### config.mk
export PLATFORM = sky130hd
export DESIGN_NAME = dmem_bus_ctrl_flat
export DESIGN_NICKNAME = d
export VERILOG_FILES = /design/src/rtl/mips_pkg.sv /design/src/rtl/dmem_bus_ctrl_if.sv /design/src/rtl/dmem_lane_align.sv /design/src/rtl/dmem_bus_ctrl.sv /design/src/flat_wrapper.sv
export SDC_FILE = /design/constraint.sdc
export NUM_CORES = 1
export LEC_CHECK = 0
export ABC_AREA = 1
export CORE_ASPECT_RATIO = 0.8
export CORE_MARGIN = 2
export CORE_UTILIZATION = 24
export CTS_CLUSTER_DIAMETER = 60
export DETAILED_ROUTE_END_ITERATION = 16
export GPL_TIMING_DRIVEN = 0
export PLACE_DENSITY = 0.45
export SLEW_MARGIN = 20
export SYNTH_ARGS = -nofsm -noshare
export SYNTH_HDL_FRONTEND = slang
export SYNTH_SLANG_ARGS = --single-unit
### constraint.sdc
create_clock -name clk -period 2.5 [get_ports clk]
set_clock_uncertainty 0.2 [all_clocks]
set_input_delay 0.5 -clock clk [delete_from_list [all_inputs] [get_ports clk]]
set_output_delay 0.5 -clock clk [all_outputs]
set_load 0.01 [all_outputs]
### src/rtl/mips_pkg.sv
// Shared encodings for the core's data-memory path: access sizes, controller
// states and the illegal-access decode used by the bus controller.
package mips_pkg;

    localparam logic [1:0] SIZE_BYTE = 2'b00;
    localparam logic [1:0] SIZE_HALF = 2'b01;
    localparam logic [1:0] SIZE_WORD = 2'b10;

    localparam logic [1:0] IDLE = 2'b00;
    localparam logic [1:0] REQ  = 2'b01;
    localparam logic [1:0] RESP = 2'b10;
    localparam logic [1:0] DONE = 2'b11;

    localparam int TIMEOUT_DEFAULT = 255;

    // Access attributes held for the whole bus transaction.
    typedef struct packed {
        logic        we;
        logic        uns;
        logic [1:0]  size;
        logic [1:0]  off;
        logic [3:0]  be;
        logic [31:0] wdata;
    } dmem_req_t;

    function automatic logic access_illegal(input logic [1:0] size,
                                            input logic [1:0] off,
                                            input logic       re,
                                            input logic       we);
        return (re & we)
             | ((size == SIZE_HALF) & off[0])
             | ((size == SIZE_WORD) & (off != 2'b00))
             | (size == 2'b11);
    endfunction

endpackage

### src/rtl/dmem_bus_ctrl_if.sv
// Handshaked memory bus between the data-memory controller (master) and the
// memory or cache behind it (slave).
interface dmem_bus_ctrl_if #(
    parameter int ADDR_W = 32
);
    logic              mem_req_valid;
    logic              mem_req_ready;
    logic              mem_req_we;
    logic [ADDR_W-1:0] mem_req_addr;
    logic [3:0]        mem_req_be;
    logic [31:0]       mem_req_wdata;
    logic              mem_resp_valid;
    logic [31:0]       mem_resp_rdata;

    modport master (
        output mem_req_valid, mem_req_we, mem_req_addr, mem_req_be, mem_req_wdata,
        input  mem_req_ready, mem_resp_valid, mem_resp_rdata
    );

    modport slave (
        input  mem_req_valid, mem_req_we, mem_req_addr, mem_req_be, mem_req_wdata,
        output mem_req_ready, mem_resp_valid, mem_resp_rdata
    );
endinterface

### src/rtl/dmem_lane_align.sv
// Little-endian byte-lane steering: byte enables and replicated store data on
// the way out, lane select plus sign/zero extension on the way back.
module dmem_lane_align
    import mips_pkg::*;
(
    input  logic [1:0]  st_off_i,
    input  logic [1:0]  st_size_i,
    input  logic [31:0] st_wdata_i,
    output logic [3:0]  st_be_o,
    output logic [31:0] st_wdata_o,

    input  logic [1:0]  ld_off_i,
    input  logic [1:0]  ld_size_i,
    input  logic        ld_unsigned_i,
    input  logic [31:0] ld_raw_i,
    output logic [31:0] ld_data_o
);

    logic [7:0]  lane [4];
    logic [7:0]  byte_sel;
    logic [15:0] half_sel;

    for (genvar gi = 0; gi < 4; gi++) begin : g_lane
        assign lane[gi] = ld_raw_i[gi*8 +: 8];
    end

    always_comb begin
        st_be_o    = 4'b1111;
        st_wdata_o = st_wdata_i;
        case (st_size_i)
            SIZE_BYTE: begin
                st_be_o    = 4'b0001 << st_off_i;
                st_wdata_o = {4{st_wdata_i[7:0]}};
            end
            SIZE_HALF: begin
                st_be_o    = st_off_i[1] ? 4'b1100 : 4'b0011;
                st_wdata_o = {2{st_wdata_i[15:0]}};
            end
            default: ;
        endcase
    end

    always_comb begin
        byte_sel  = lane[ld_off_i];
        half_sel  = ld_off_i[1] ? ld_raw_i[31:16] : ld_raw_i[15:0];
        ld_data_o = ld_raw_i;
        case (ld_size_i)
            SIZE_BYTE: ld_data_o = ld_unsigned_i ? {24'b0, byte_sel}
                                                 : {{24{byte_sel[7]}}, byte_sel};
            SIZE_HALF: ld_data_o = ld_unsigned_i ? {16'b0, half_sel}
                                                 : {{16{half_sel[15]}}, half_sel};
            default: ;
        endcase
    end

endmodule

### src/rtl/dmem_bus_ctrl.sv
// Data-memory controller: registers one core load/store, runs it over the
// handshaked bus while stalling the core, and returns extended load data.
module dmem_bus_ctrl
    import mips_pkg::*;
#(
    parameter int ADDR_W  = 32,
    parameter int DATA_W  = 32,
    parameter int TIMEOUT = TIMEOUT_DEFAULT
) (
    input  logic              clk,
    input  logic              rst,

    input  logic              core_re,
    input  logic              core_we,
    input  logic [ADDR_W-1:0] core_addr,
    input  logic [DATA_W-1:0] core_wdata,
    input  logic [1:0]        core_size,
    input  logic              core_unsigned,
    output logic              core_stall,
    output logic [DATA_W-1:0] core_rdata,
    output logic              core_fault,

    dmem_bus_ctrl_if.master   mem
);

    localparam int CNT_W = $clog2(TIMEOUT + 1);

    logic [1:0]        state_q, state_d;
    logic [CNT_W-1:0]  cnt_q, cnt_d;
    logic [ADDR_W-1:2] addr_q, addr_d;
    dmem_req_t         req_q, req_d;
    logic [31:0]       rdata_q, rdata_d;

    logic        req_any;
    logic        illegal;
    logic        tmo_hit;
    logic        req_valid;
    logic [3:0]  st_be;
    logic [31:0] st_wdata;
    logic [31:0] ld_data;

    assign req_any = core_re | core_we;
    assign illegal = access_illegal(core_size, core_addr[1:0], core_re, core_we);
    assign tmo_hit = (cnt_q == CNT_W'(TIMEOUT));

    // Store side steers the live core request; load side uses the latched one.
    dmem_lane_align u_align (
        .st_off_i      (core_addr[1:0]),
        .st_size_i     (core_size),
        .st_wdata_i    (core_wdata),
        .st_be_o       (st_be),
        .st_wdata_o    (st_wdata),
        .ld_off_i      (req_q.off),
        .ld_size_i     (req_q.size),
        .ld_unsigned_i (req_q.uns),
        .ld_raw_i      (mem.mem_resp_rdata),
        .ld_data_o     (ld_data)
    );

    always_comb begin
        state_d    = state_q;
        cnt_d      = cnt_q;
        addr_d     = addr_q;
        req_d      = req_q;
        rdata_d    = rdata_q;
        core_stall = 1'b0;
        core_fault = 1'b0;
        req_valid  = 1'b0;
        case (state_q)
            IDLE: begin
                if (req_any) begin
                    if (illegal) begin
                        core_fault = 1'b1;
                    end else begin
                        core_stall  = 1'b1;
                        addr_d      = core_addr[ADDR_W-1:2];
                        req_d.we    = core_we;
                        req_d.uns   = core_unsigned;
                        req_d.size  = core_size;
                        req_d.off   = core_addr[1:0];
                        req_d.be    = st_be;
                        req_d.wdata = st_wdata;
                        cnt_d       = '0;
                        state_d     = REQ;
                    end
                end
            end
            REQ: begin
                core_stall = 1'b1;
                if (tmo_hit) begin
                    core_fault = 1'b1;
                    rdata_d    = '0;
                    state_d    = DONE;
                end else begin
                    req_valid = 1'b1;
                    if (mem.mem_req_ready) begin
                        cnt_d   = '0;
                        state_d = RESP;
                    end else begin
                        cnt_d = cnt_q + 1'b1;
                    end
                end
            end
            RESP: begin
                core_stall = 1'b1;
                if (tmo_hit) begin
                    core_fault = 1'b1;
                    rdata_d    = '0;
                    state_d    = DONE;
                end else if (mem.mem_resp_valid) begin
                    // A store's response is only an acknowledge; its data is not returned.
                    rdata_d = req_q.we ? 32'b0 : ld_data;
                    state_d = DONE;
                end else begin
                    cnt_d = cnt_q + 1'b1;
                end
            end
            DONE: begin
                state_d = IDLE;
            end
            default: begin
                state_d = IDLE;
            end
        endcase
    end

    always_ff @(posedge clk) begin
        if (!rst) begin
            state_q <= IDLE;
            cnt_q   <= '0;
            addr_q  <= '0;
            req_q   <= '0;
            rdata_q <= '0;
        end else begin
            state_q <= state_d;
            cnt_q   <= cnt_d;
            addr_q  <= addr_d;
            req_q   <= req_d;
            rdata_q <= rdata_d;
        end
    end

    assign core_rdata = (state_q == DONE) ? DATA_W'(rdata_q) : '0;

    assign mem.mem_req_valid = req_valid;
    assign mem.mem_req_we    = req_valid & req_q.we;
    assign mem.mem_req_addr  = req_valid ? {addr_q, 2'b00} : '0;
    assign mem.mem_req_be    = req_valid ? req_q.be : 4'b0000;
    assign mem.mem_req_wdata = req_valid ? req_q.wdata : 32'b0;

endmodule

### src/flat_wrapper.sv
// flat-port wrapper written by rule: the top's interface ports become plain ports
module dmem_bus_ctrl_flat import mips_pkg::*;
#(
    parameter int ADDR_W  = 32,
    parameter int DATA_W  = 32,
    parameter int TIMEOUT = TIMEOUT_DEFAULT
)
  (clk, rst, core_re, core_we, core_addr, core_wdata, core_size, core_unsigned, core_stall, core_rdata, core_fault, mem_mem_req_valid, mem_mem_req_we, mem_mem_req_addr, mem_mem_req_be, mem_mem_req_wdata, mem_mem_req_ready, mem_mem_resp_valid, mem_mem_resp_rdata);
  dmem_bus_ctrl_if #(.ADDR_W(ADDR_W)) mem_i ();
  input  logic clk;
  input  logic rst;
  input  logic core_re;
  input  logic core_we;
  input  logic [ADDR_W-1:0] core_addr;
  input  logic [DATA_W-1:0] core_wdata;
  input  logic [1:0] core_size;
  input  logic core_unsigned;
  output logic core_stall;
  output logic [DATA_W-1:0] core_rdata;
  output logic core_fault;
  output wire logic [$bits(mem_i.mem_req_valid)-1:0] mem_mem_req_valid;
  output wire logic [$bits(mem_i.mem_req_we)-1:0] mem_mem_req_we;
  output wire logic [$bits(mem_i.mem_req_addr)-1:0] mem_mem_req_addr;
  output wire logic [$bits(mem_i.mem_req_be)-1:0] mem_mem_req_be;
  output wire logic [$bits(mem_i.mem_req_wdata)-1:0] mem_mem_req_wdata;
  input wire logic [$bits(mem_i.mem_req_ready)-1:0] mem_mem_req_ready;
  input wire logic [$bits(mem_i.mem_resp_valid)-1:0] mem_mem_resp_valid;
  input wire logic [$bits(mem_i.mem_resp_rdata)-1:0] mem_mem_resp_rdata;
  assign mem_mem_req_valid = mem_i.mem_req_valid;
  assign mem_mem_req_we = mem_i.mem_req_we;
  assign mem_mem_req_addr = mem_i.mem_req_addr;
  assign mem_mem_req_be = mem_i.mem_req_be;
  assign mem_mem_req_wdata = mem_i.mem_req_wdata;
  assign mem_i.mem_req_ready = mem_mem_req_ready;
  assign mem_i.mem_resp_valid = mem_mem_resp_valid;
  assign mem_i.mem_resp_rdata = mem_mem_resp_rdata;
  dmem_bus_ctrl #(.ADDR_W(ADDR_W), .DATA_W(DATA_W), .TIMEOUT(TIMEOUT)) u_core (.clk(clk), .rst(rst), .core_re(core_re), .core_we(core_we), .core_addr(core_addr), .core_wdata(core_wdata), .core_size(core_size), .core_unsigned(core_unsigned), .core_stall(core_stall), .core_rdata(core_rdata), .core_fault(core_fault), .mem(mem_i));
endmodule
; ---- Word level (Yosys, flattened, before mapping)
; Index checks and enable logic that the tools add are counted.
[totals]
regBits = 114
inputBits = 105
output_inout_bits = 104
wordCells = 92
[classes]
addsub = 1
n_lt_le_gt_ge = 1
n_eq_ne = 16
n_shift = 1
mux = 42
n_bitwise = 10
reduce_logical = 11
[ops]
columns = operator, count
row1 = $mux W32, 9
row2 = $pmux W32 S2, 3
row3 = $mux W8, 8
row4 = $pmux W8 S3, 1
row5 = $bmux W8 S2, 1
row6 = $mux W16, 1
row7 = $mux W2, 6
row8 = $add A8 B1 Y8 const B, 1
row9 = $eq A2 B2 Y1 const B, 4
row10 = $eq A8 B8 Y1 const B, 1
row11 = $mux W4, 2
row12 = $ne A2 B2 Y1 const B, 4
row13 = $pmux W2 S4, 1
row14 = $pmux W4 S2, 1
row15 = $mux W1, 7
row16 = $eq A2 B1 Y1 const B, 3
row17 = $logic_not A2 Y1, 3
row18 = $ne A3 B2 Y1 const B, 2
row19 = $reduce_and A3 Y1, 2
row20 = $reduce_and A6 Y1, 1
row21 = $and A1 B1 Y1, 4
row22 = $ne A2 B1 Y1 const B, 2
row23 = $or A1 B1 Y1, 4
row24 = $pmux W1 S2, 2
row25 = other kinds (8), 9

; ---- Longest topological paths before layout
; Gate-level depths: netlist of the first run.
[logic_depth]
depth_word = 10
mapped_depth = 11
ltp_nobuf = 11

; ---- Cells and area by module
; A second synthesis of the first run with hierarchy kept.
[unflattened]
hier_cells = 1092
area_unflattened_um2 = 6861.6
[by_module_without_submodules]
columns = mod, instances, cells_each, area_each_um2, seq_area_each_um2
row1 = dmem_bus_ctrl, 1, 843, 5535.3, 2282.2
row2 = dmem_lane_align, 1, 249, 1326.3, 0.0

; ---- Worst setup path after synthesis of the first run
; No wires, ideal clock.
[synth_timing]
path_kind = input-to-output
from = input port core_size[0]
to = output port core_stall
t_arrival_ps = 1506
t_required_ps = 1800
slack_ps = 294
cell_stages = 7
path_buffers = 2
cell_sequence = nor2_1 nand2_1 nand2_1 nand4_2 buf_2 buf_2 a21oi_1
[synth_between]
elab_chain_cells = 8
word_cells_on_any_way = 11
classes_between = 3 x eq/ne / 3 x mux / 5 x bitwise
[synth_rtl]
columns = item, line_no
row1 = start: declaration, flat_wrapper.sv:16  ; input logic [1:0] core_size;
row2 = $eq A2 B1 Y1, mips_pkg.sv:31  ; | ((size == SIZE_HALF) & off[0])
row3 = $and A1 B1 Y1, mips_pkg.sv:31
row4 = $or A1 B1 Y1, mips_pkg.sv:31
row5 = $or A1 B1 Y1, mips_pkg.sv:32  ; | ((size == SIZE_WORD) & (off != 2'b00))
row6 = $or A1 B1 Y1 (*), mips_pkg.sv:33  ; | (size == 2'b11);
row7 = $mux W1 (*), dmem_bus_ctrl.sv:72  ; if (illegal) begin
row8 = $mux W1 (*), dmem_bus_ctrl.sv:71  ; if (req_any) begin
row9 = $pmux W1 S2 (*), dmem_bus_ctrl.sv:69  ; case (state_q)
row10 = end: declaration, flat_wrapper.sv:18  ; output logic core_stall;
; Every way passes the cells marked *; elsewhere a longest branch is shown, timed or not.

; ---- Final worst setup path of the first run
[layout_timing]
from = register u_core.cnt_q[0]
to = output port mem_mem_req_wdata[19]
[layout_between]
elab_chain_cells = 4
[layout_rtl]
columns = item, line_no
row1 = start: declaration, dmem_bus_ctrl.sv:29  ; logic [CNT_W-1:0] cnt_q, cnt_d;
row2 = start signal: assignment, dmem_bus_ctrl.sv:136  ; cnt_q <= cnt_d;
row3 = $eq A8 B8 Y1, dmem_bus_ctrl.sv:44  ; assign tmo_hit = (cnt_q == CNT_W'(TIMEOUT));
row4 = $mux W1, dmem_bus_ctrl.sv:90  ; if (tmo_hit) begin
row5 = $mux W1, dmem_bus_ctrl.sv:69
row6 = $mux W32, dmem_bus_ctrl.sv:149  ; assign mem.mem_req_wdata = req_valid ? req_q.wdata : 32'b0;
row7 = end: declaration, flat_wrapper.sv:25  ; output wire logic [$bits(mem_i.mem_req_wdata)-1:0] mem_mem_req_wdata;
; Every way passes these cells.

==> qor.csv, run 1 <==
metric;value;unit
outcome;completed;
worst min-delay path class;reg -> reg;
CTS Sinks;114;
Congestion Overflow GR;0;
Final Setup Violations;0;
Mapped Cells;976;
VDD IR max;0.000504;V
critical path data arrival time;1790;ps
global-route wire length before repair;39000;microns
top post-synthesis cells by count;nand2_1 (274), inv_1 (138), a21oi_1 (115);
Nets;1338;
Synth cell types;33;
crit path time final;2490;ps
Die W;184;microns
Synth Warn #;0;
CTS tree;yes;
DRT antenna net count;0;
grt peak-use layer;met2;
Area after DPL;8660;sq um
Fill cells;2657;
Vias;6927;
Int Power;5290;uW
Num CTS Buffers;17;
DRT Pass-1 Iters;5;
Primary FF master, synth;dfxtp_1;
leakage;0.00437;uW
post-synth top area share;36.9;%
clk_lat worst skew;420;ps
synth top area cells;dfxtp_1 (37%), nand2_1 (17%), a21oi_1 (9.3%);
GPL Wtd Cong;0.859;
Final Hold Viols;0;
clock buffer depth;2;
wire length per cell;16.3;microns
initial antenna violation count;3;
Fmax;402;MHz
Worst EP required;1800;ps
max cap viols;0;
global-route usage over all layers;19.0;%
Post-synth EDFFs;0;
RSZ-0062 raised after global routing;yes;
DRC;0;
Inst Count DP;1507;
worst relative slew slack;52.3;%
Crit Path Max Fanout;6;
WL final;25600;microns
Worst Tran Pin Value;715;ps
Worst Setup End Kind;output port;
Post-Place Setup Slack;-1170;ps
row cnt;52;
area growth from synthesis to layout;59.2;%
DIE AREA;27100;sq um
register area share after synthesis;36.9;%
IO Pins;209;
die span in y;148;microns
Worst-path clk slew;60;ps
Post-Syn Area;6190;sq um
Seq pwr share;26.3;%
Post-Layout Cell Count;1567;
sw power;3110;uW
clock share of power;31.9;%
Hold-fix buffers, CTS;0;
post-layout util;38.9;%
vias in the first global route;6779;
largest net degree at the start of global routing;19;
synthesized area per cell;6.34;sq um
vias per cell;4.42;
fin crit share;99.4;%
met2 Use GR;27.9;%
hpwl dp;19000;microns
Slew Viols, Final;0;
H-tree levels;4;
# port buffers;206;
power per cell area;853;nW/um^2
count leader, synth;nand2_1;
crit path kind;reg -> out;
Startpoint Class;register;
Comb pwr share;41.8;%
layout cells sized above 1;22.0;%
PnR worst setup slack;13.9;ps
CTS root buf;clkbuf_16;
met1 usage;27.8;%
Starting Density;24.5;%
cell taking the most area after synthesis;dfxtp_1;
core area;25300;sq um
Post-Layout Inst Area;9860;sq um
initial drt markers;435;
#FFs+latches synth;114;
met3 Usage GRT;4.31;%
Post-synth ARST share;0;%
Switching Share;37.0;%
-- routing by layer --
metal  share of wire [%]  routed length [microns]  vias up
li1                    -                        -     3562
met1                  50                    12900     3184
met2                  43                    10900      161
met3                 5.5                     1420       20
met4                 1.4                      361        0
met5                   0                        0        -
-- power by group through the flow --
stage | clock (uW) | combinational, uW | sequential (uW)
after floorplan | 0 | 1570 | 2190
after global placement | 0 | 2620 | 2220
after detailed placement | 0 | 2600 | 2220
after CTS | 2730 | 3550 | 2200
after global routing | 2810 | 3810 | 2240
final | 2680 | 3510 | 2210
-- cell type report --
| cell class | instances | area, sq um | share of cell area [%] |
|---|---|---|---|
| inverters | 144 | 546 | 5.53 |
| diodes | 3 | 7.51 | 0.0762 |
| clock buffers | 18 | 439 | 4.46 |
| flip-flops and latches | 114 | 2290 | 23.3 |
| multi-input cells | 660 | 3360 | 34.1 |
| plain buffers | 52 | 395 | 4.01 |
| well taps | 324 | 405 | 4.11 |
| repair buffers | 238 | 2200 | 22.4 |
| clock inverters | 14 | 204 | 2.07 |
-- timing repair --
item / CTS / global route
setup buffers: 25 / 2
gates cloned: 7 / 0
endpoints found under the setup margin: 102 / 103
resized for setup: 427 / 63
pin swaps: 5 / 6
hold endpoints to repair: 0 / 0
-- critical path, stage by stage (launching register included) --
cell and delay (ps):
dfxtp_2 350, ha_4 150, nand2_4 50, nor2_4 130, nand2_4 90, nand2_8 110, buf_6 140, clkbuf_16 160
nor2_2 40, buf_2 130
-- sequential cells by signal, summed over array words and instances (netlist names) --
| name | cells |
|---|---|
| u_core.addr_q | 30 |
| u_core.cnt_q | 8 |
| u_core.rdata_q | 32 |
| u_core.state_q | 2 |
| u_core.req_q | 42 |
-- through the flow --
step | power (uW) | setup TNS [ps] | hold slack (ps)
after floorplan | 3760 | 0 | 230
after global placement | 4840 | -59930 | 243
after detailed placement | 4820 | -56730 | 247
after CTS | 8490 | -1170 | 256
after global routing | 8860 | -918 | 273
final | 8400 | 0 | 256
-- worst paths after layout --
path	from	to	slack (ps)	depth (start not counted)
worst max-delay path	u_core.cnt_q[0]$_SDFFE_PN0P_	mem_mem_req_wdata[19]	10	9
worst min-delay path	u_core.addr_q[4]$_SDFFE_PN0P_	u_core.addr_q[4]$_SDFFE_PN0P_	260	2
worst max register to register	u_core.state_q[0]$_SDFFE_PN0P_	u_core.rdata_q[7]$_SDFFE_PN0P_	210	9
worst min register to register	u_core.addr_q[4]$_SDFFE_PN0P_	u_core.addr_q[4]$_SDFFE_PN0P_	260	2
-- logic make-up after synthesis --
| logic type | synth area share, % |
|---|---|
| compound gates | 17.5 |
| fa+ha+maj | 1.21 |
| buf+inv | 13.3 |
| flops | 36.9 |
| other cells | 0.0606 |
| simple gates | 31.1 |
-- cells in the final DEF (no fill, tap or decap), drive strengths merged, types with 3 or more instances in the layout --
cell type and instances:
or2 26, nor2 90, clkdlybuf4s50 99, dfxtp 114
ha 6, dlygate4sd2 33, a31oi 5, nand4 8
bufinv 4, inv 145, buf 119, clkinv 7
o211ai 17, o21ai 64, nand3b 3, a21oi 115
nand3 41, clkbuf 53, nand2 279, diode 3
No activity file was read; power rests on OpenSTA's default activity.
==> run 2, diff against run 1 <==
- GPL_ROUTABILITY_DRIVEN: default -> 0
==> results of run 2 <==
Final layout, timing and power as in run 1 (identical DEF).
==> run 3, diff against run 2 <==
- SKIP_LAST_GASP: default -> 1
==> qor.csv, run 3 (same netlist as run 1, synthesis figures left out) <==
metric;value;unit;change
cell family with most CP delay;buffers and inverters;;unchanged
DIE AREA;27100;sq um;unchanged
critical path data arrival time;1780;ps;was 1790 ps
CTS tree;yes;;unchanged
DRT Pass-1 Iters;5;;unchanged
wire length per cell;16.4;microns;was 16.3 microns
PnR worst setup slack;15.4;ps;was 13.9 ps
WL final;25700;microns;was 25600 microns
Post-Place Setup Slack;-1170;ps;unchanged
CTS root buf;clkbuf_16;;unchanged
global-route wire length before repair;39000;microns;about the same
vias in the first global route;6786;;was 6779
commonest non-fill, non-tap cell in the layout;nand2_1;;unchanged
Crit Path Max Fanout;3;;was 6
layout cells sized above 1;21.9;%;was 22.0%
clk_lat worst skew;420;ps;about the same
total power;8490;uW;was 8400 uW
reg-to-reg slack, setup;190;ps;was 210 ps
Worst-path clk slew;60;ps;about the same
vias per cell;4.43;;was 4.42
Fin Setup TNS;0;ps;unchanged
power per cell area;851;nW/um^2;was 853 nW/um^2
clock buffer depth;2;;unchanged
Critical Path Sink;core_stall;;was mem_mem_req_wdata[19]
crit path kind;in -> out;;was reg -> out
IO Pins;209;;unchanged
Nets;1338;;unchanged
Fill cells;2642;;was 2657
Num CTS Buffers;17;;unchanged
largest net degree at the start of global routing;19;;unchanged
Regs by FF count;u_core.req_q (42), u_core.rdata_q (32), u_core.addr_q (30);;unchanged
worst relative slew slack;54.4;%;was 52.3%
Hold-fix buffers, CTS;0;;unchanged
Final Hold Viols;0;;unchanged
core area;25300;sq um;unchanged
Final Setup Violations;0;;unchanged
H-tree levels;4;;unchanged
DRC;0;;unchanged
Worst Tran Pin Value;684;ps;was 715 ps
global-route usage over all layers;19.0;%;about the same
Die W;184;microns;unchanged
Vias;6939;;was 6927
die span in y;148;microns;unchanged
WP depth;8;;was 9
row cnt;52;;unchanged
Congestion Overflow GR;0;;unchanged
RSZ-0062 raised after global routing;yes;;unchanged
worst r2r dst;u_core.cnt_q[6]$_SDFFE_PN0P_;;was u_core.rdata_q[7]$_SDFFE_PN0P_
initial drt markers;431;;was 435
max reg flops;42;;unchanged
commonest cells after routing, fill and taps aside;nand2_1 (272), inv_1 (134), a21oi_1 (114);;was nand2_1 (271), inv_1 (134), a21oi_1 (114)
max cap viols;0;;unchanged
worst min-delay path class;reg -> reg;;unchanged
worst r2r src;u_core.state_q[0]$_SDFFE_PN0P_;;unchanged
Worst EP required;1800;ps;about the same
Slew Viols, Final;0;;unchanged
Startpoint Class;input pin;;was register
HP Start;u_core.addr_q[19]$_SDFFE_PN0P_;;was u_core.addr_q[4]$_SDFFE_PN0P_
CP cell instances;dlygate4sd2_1 > nor2_2 > nand2_1 > nand2_2 > nand4_4 > buf_12 > a21oi_1 > clkdlybuf4s15_2;;was ha_4 > nand2_4 > nor2_4 > nand2_4 > nand2_8 > buf_6 > clkbuf_16 > nor2_2 > buf_2
initial antenna violation count;4;;was 3
area growth from synthesis to layout;61.1;%;was 59.2%
Worst Setup End Kind;output port;;unchanged
Starting Density;24.5;%;unchanged
worst path buffer plus inverter count;3;;unchanged
register with the most flip-flops;u_core.req_q;;unchanged
crit-path max cell delay;280;ps;was 350 ps
crit path max-delay cell type;dlygate4sd2_1;;was dfxtp_2
leakage;0.00437;uW;about the same
fin crit share;99.4;%;about the same
VDD IR max;0.000504;V;about the same
# port buffers;206;;unchanged
worst setup path startpoint;core_addr[0];;was u_core.cnt_q[0]$_SDFFE_PN0P_
outcome;completed;;unchanged
hpwl dp;19000;microns;unchanged
Fmax;402;MHz;about the same
CTS Sinks;114;;unchanged
FF-to-FF path depth;8;;was 9
crit path time final;2480;ps;was 2490 ps
DRT antenna net count;0;;unchanged
-- run 3: cell types whose count changed in the layout (fill, tap and decap cells not counted), sizes merged --
cell,delta
buf,+1
clkbuf,-1
clkdlybuf4s15,-1
clkdlybuf4s50,+1
diode,+1
-- run 3: area by class of cell --
class                      count  area, sq um  share of cell area (%)
sequential                   114         2290                    23.0
tap                          324          405                    4.07
multi-input combinational    660         3410                    34.2
antenna                        4         10.0                   0.100
clock buffer                  18          439                    4.40
buffer                        52          395                    3.97
clock inverter                14          204                    2.05
timing repair buffer         238         2270                    22.7
inverter                     144          546                    5.47
-- run 3: per-stage QoR --
stage | hold WS, ps | cells | util, % | instance area [sq um]
2_1_floorplan | 230 | 977 | - | 6190
3_3_place_gp | 243 | 1507 | 34.2 | 8660
3_5_place_dp | 247 | 1507 | 34.2 | 8660
4_1_cts | 256 | 1568 | 38.5 | 9740
5_1_grt | 273 | 1566 | 39.4 | 9970
6_report | 253 | 1568 | 39.4 | 9970
-- run 3: worst min-delay path: cells and delay by family (launching register included) --
kind | cells | cell delay [ps]
buffers and inverters | 1 | 60
DFF | 1 | 300
AOI/OAI and AO/OA | 1 | 50
-- run 3: timing repair --
action	4_1_cts	5_1_grt
pin swaps	5	6
setup buffers	25	2
setup endpoints to repair	102	103
hold endpoints to repair	0	0
cloned	7	0
gates resized for setup	422	87
-- run 3: worst min-delay path by stage --
stage	endpoint	slack, ps	depth (start not counted)
after global routing	u_core.addr_q[6]$_SDFFE_PN0P_	270	2
after global placement	u_core.addr_q[8]$_SDFFE_PN0P_	240	2
after floorplan	u_core.addr_q[13]$_SDFFE_PN0P_	230	2
after detailed placement	u_core.addr_q[6]$_SDFFE_PN0P_	250	2
final	u_core.addr_q[19]$_SDFFE_PN0P_	250	2
after CTS	u_core.addr_q[6]$_SDFFE_PN0P_	260	2
-- run 3: where the power goes --
| part | switching (uW) | internal (uW) |
|---|---|---|
| combinational | 2060 | 1530 |
| sequential | 122 | 2090 |
| clock | 975 | 1710 |
| total | 3160 | 5330 |
-- run 3: per-layer routing --
metal  GRT usage, %  wire (microns)
met1           27.8           12900
met2           27.9           11100
met3           4.31            1350
met4           5.16             372
met5              0               0
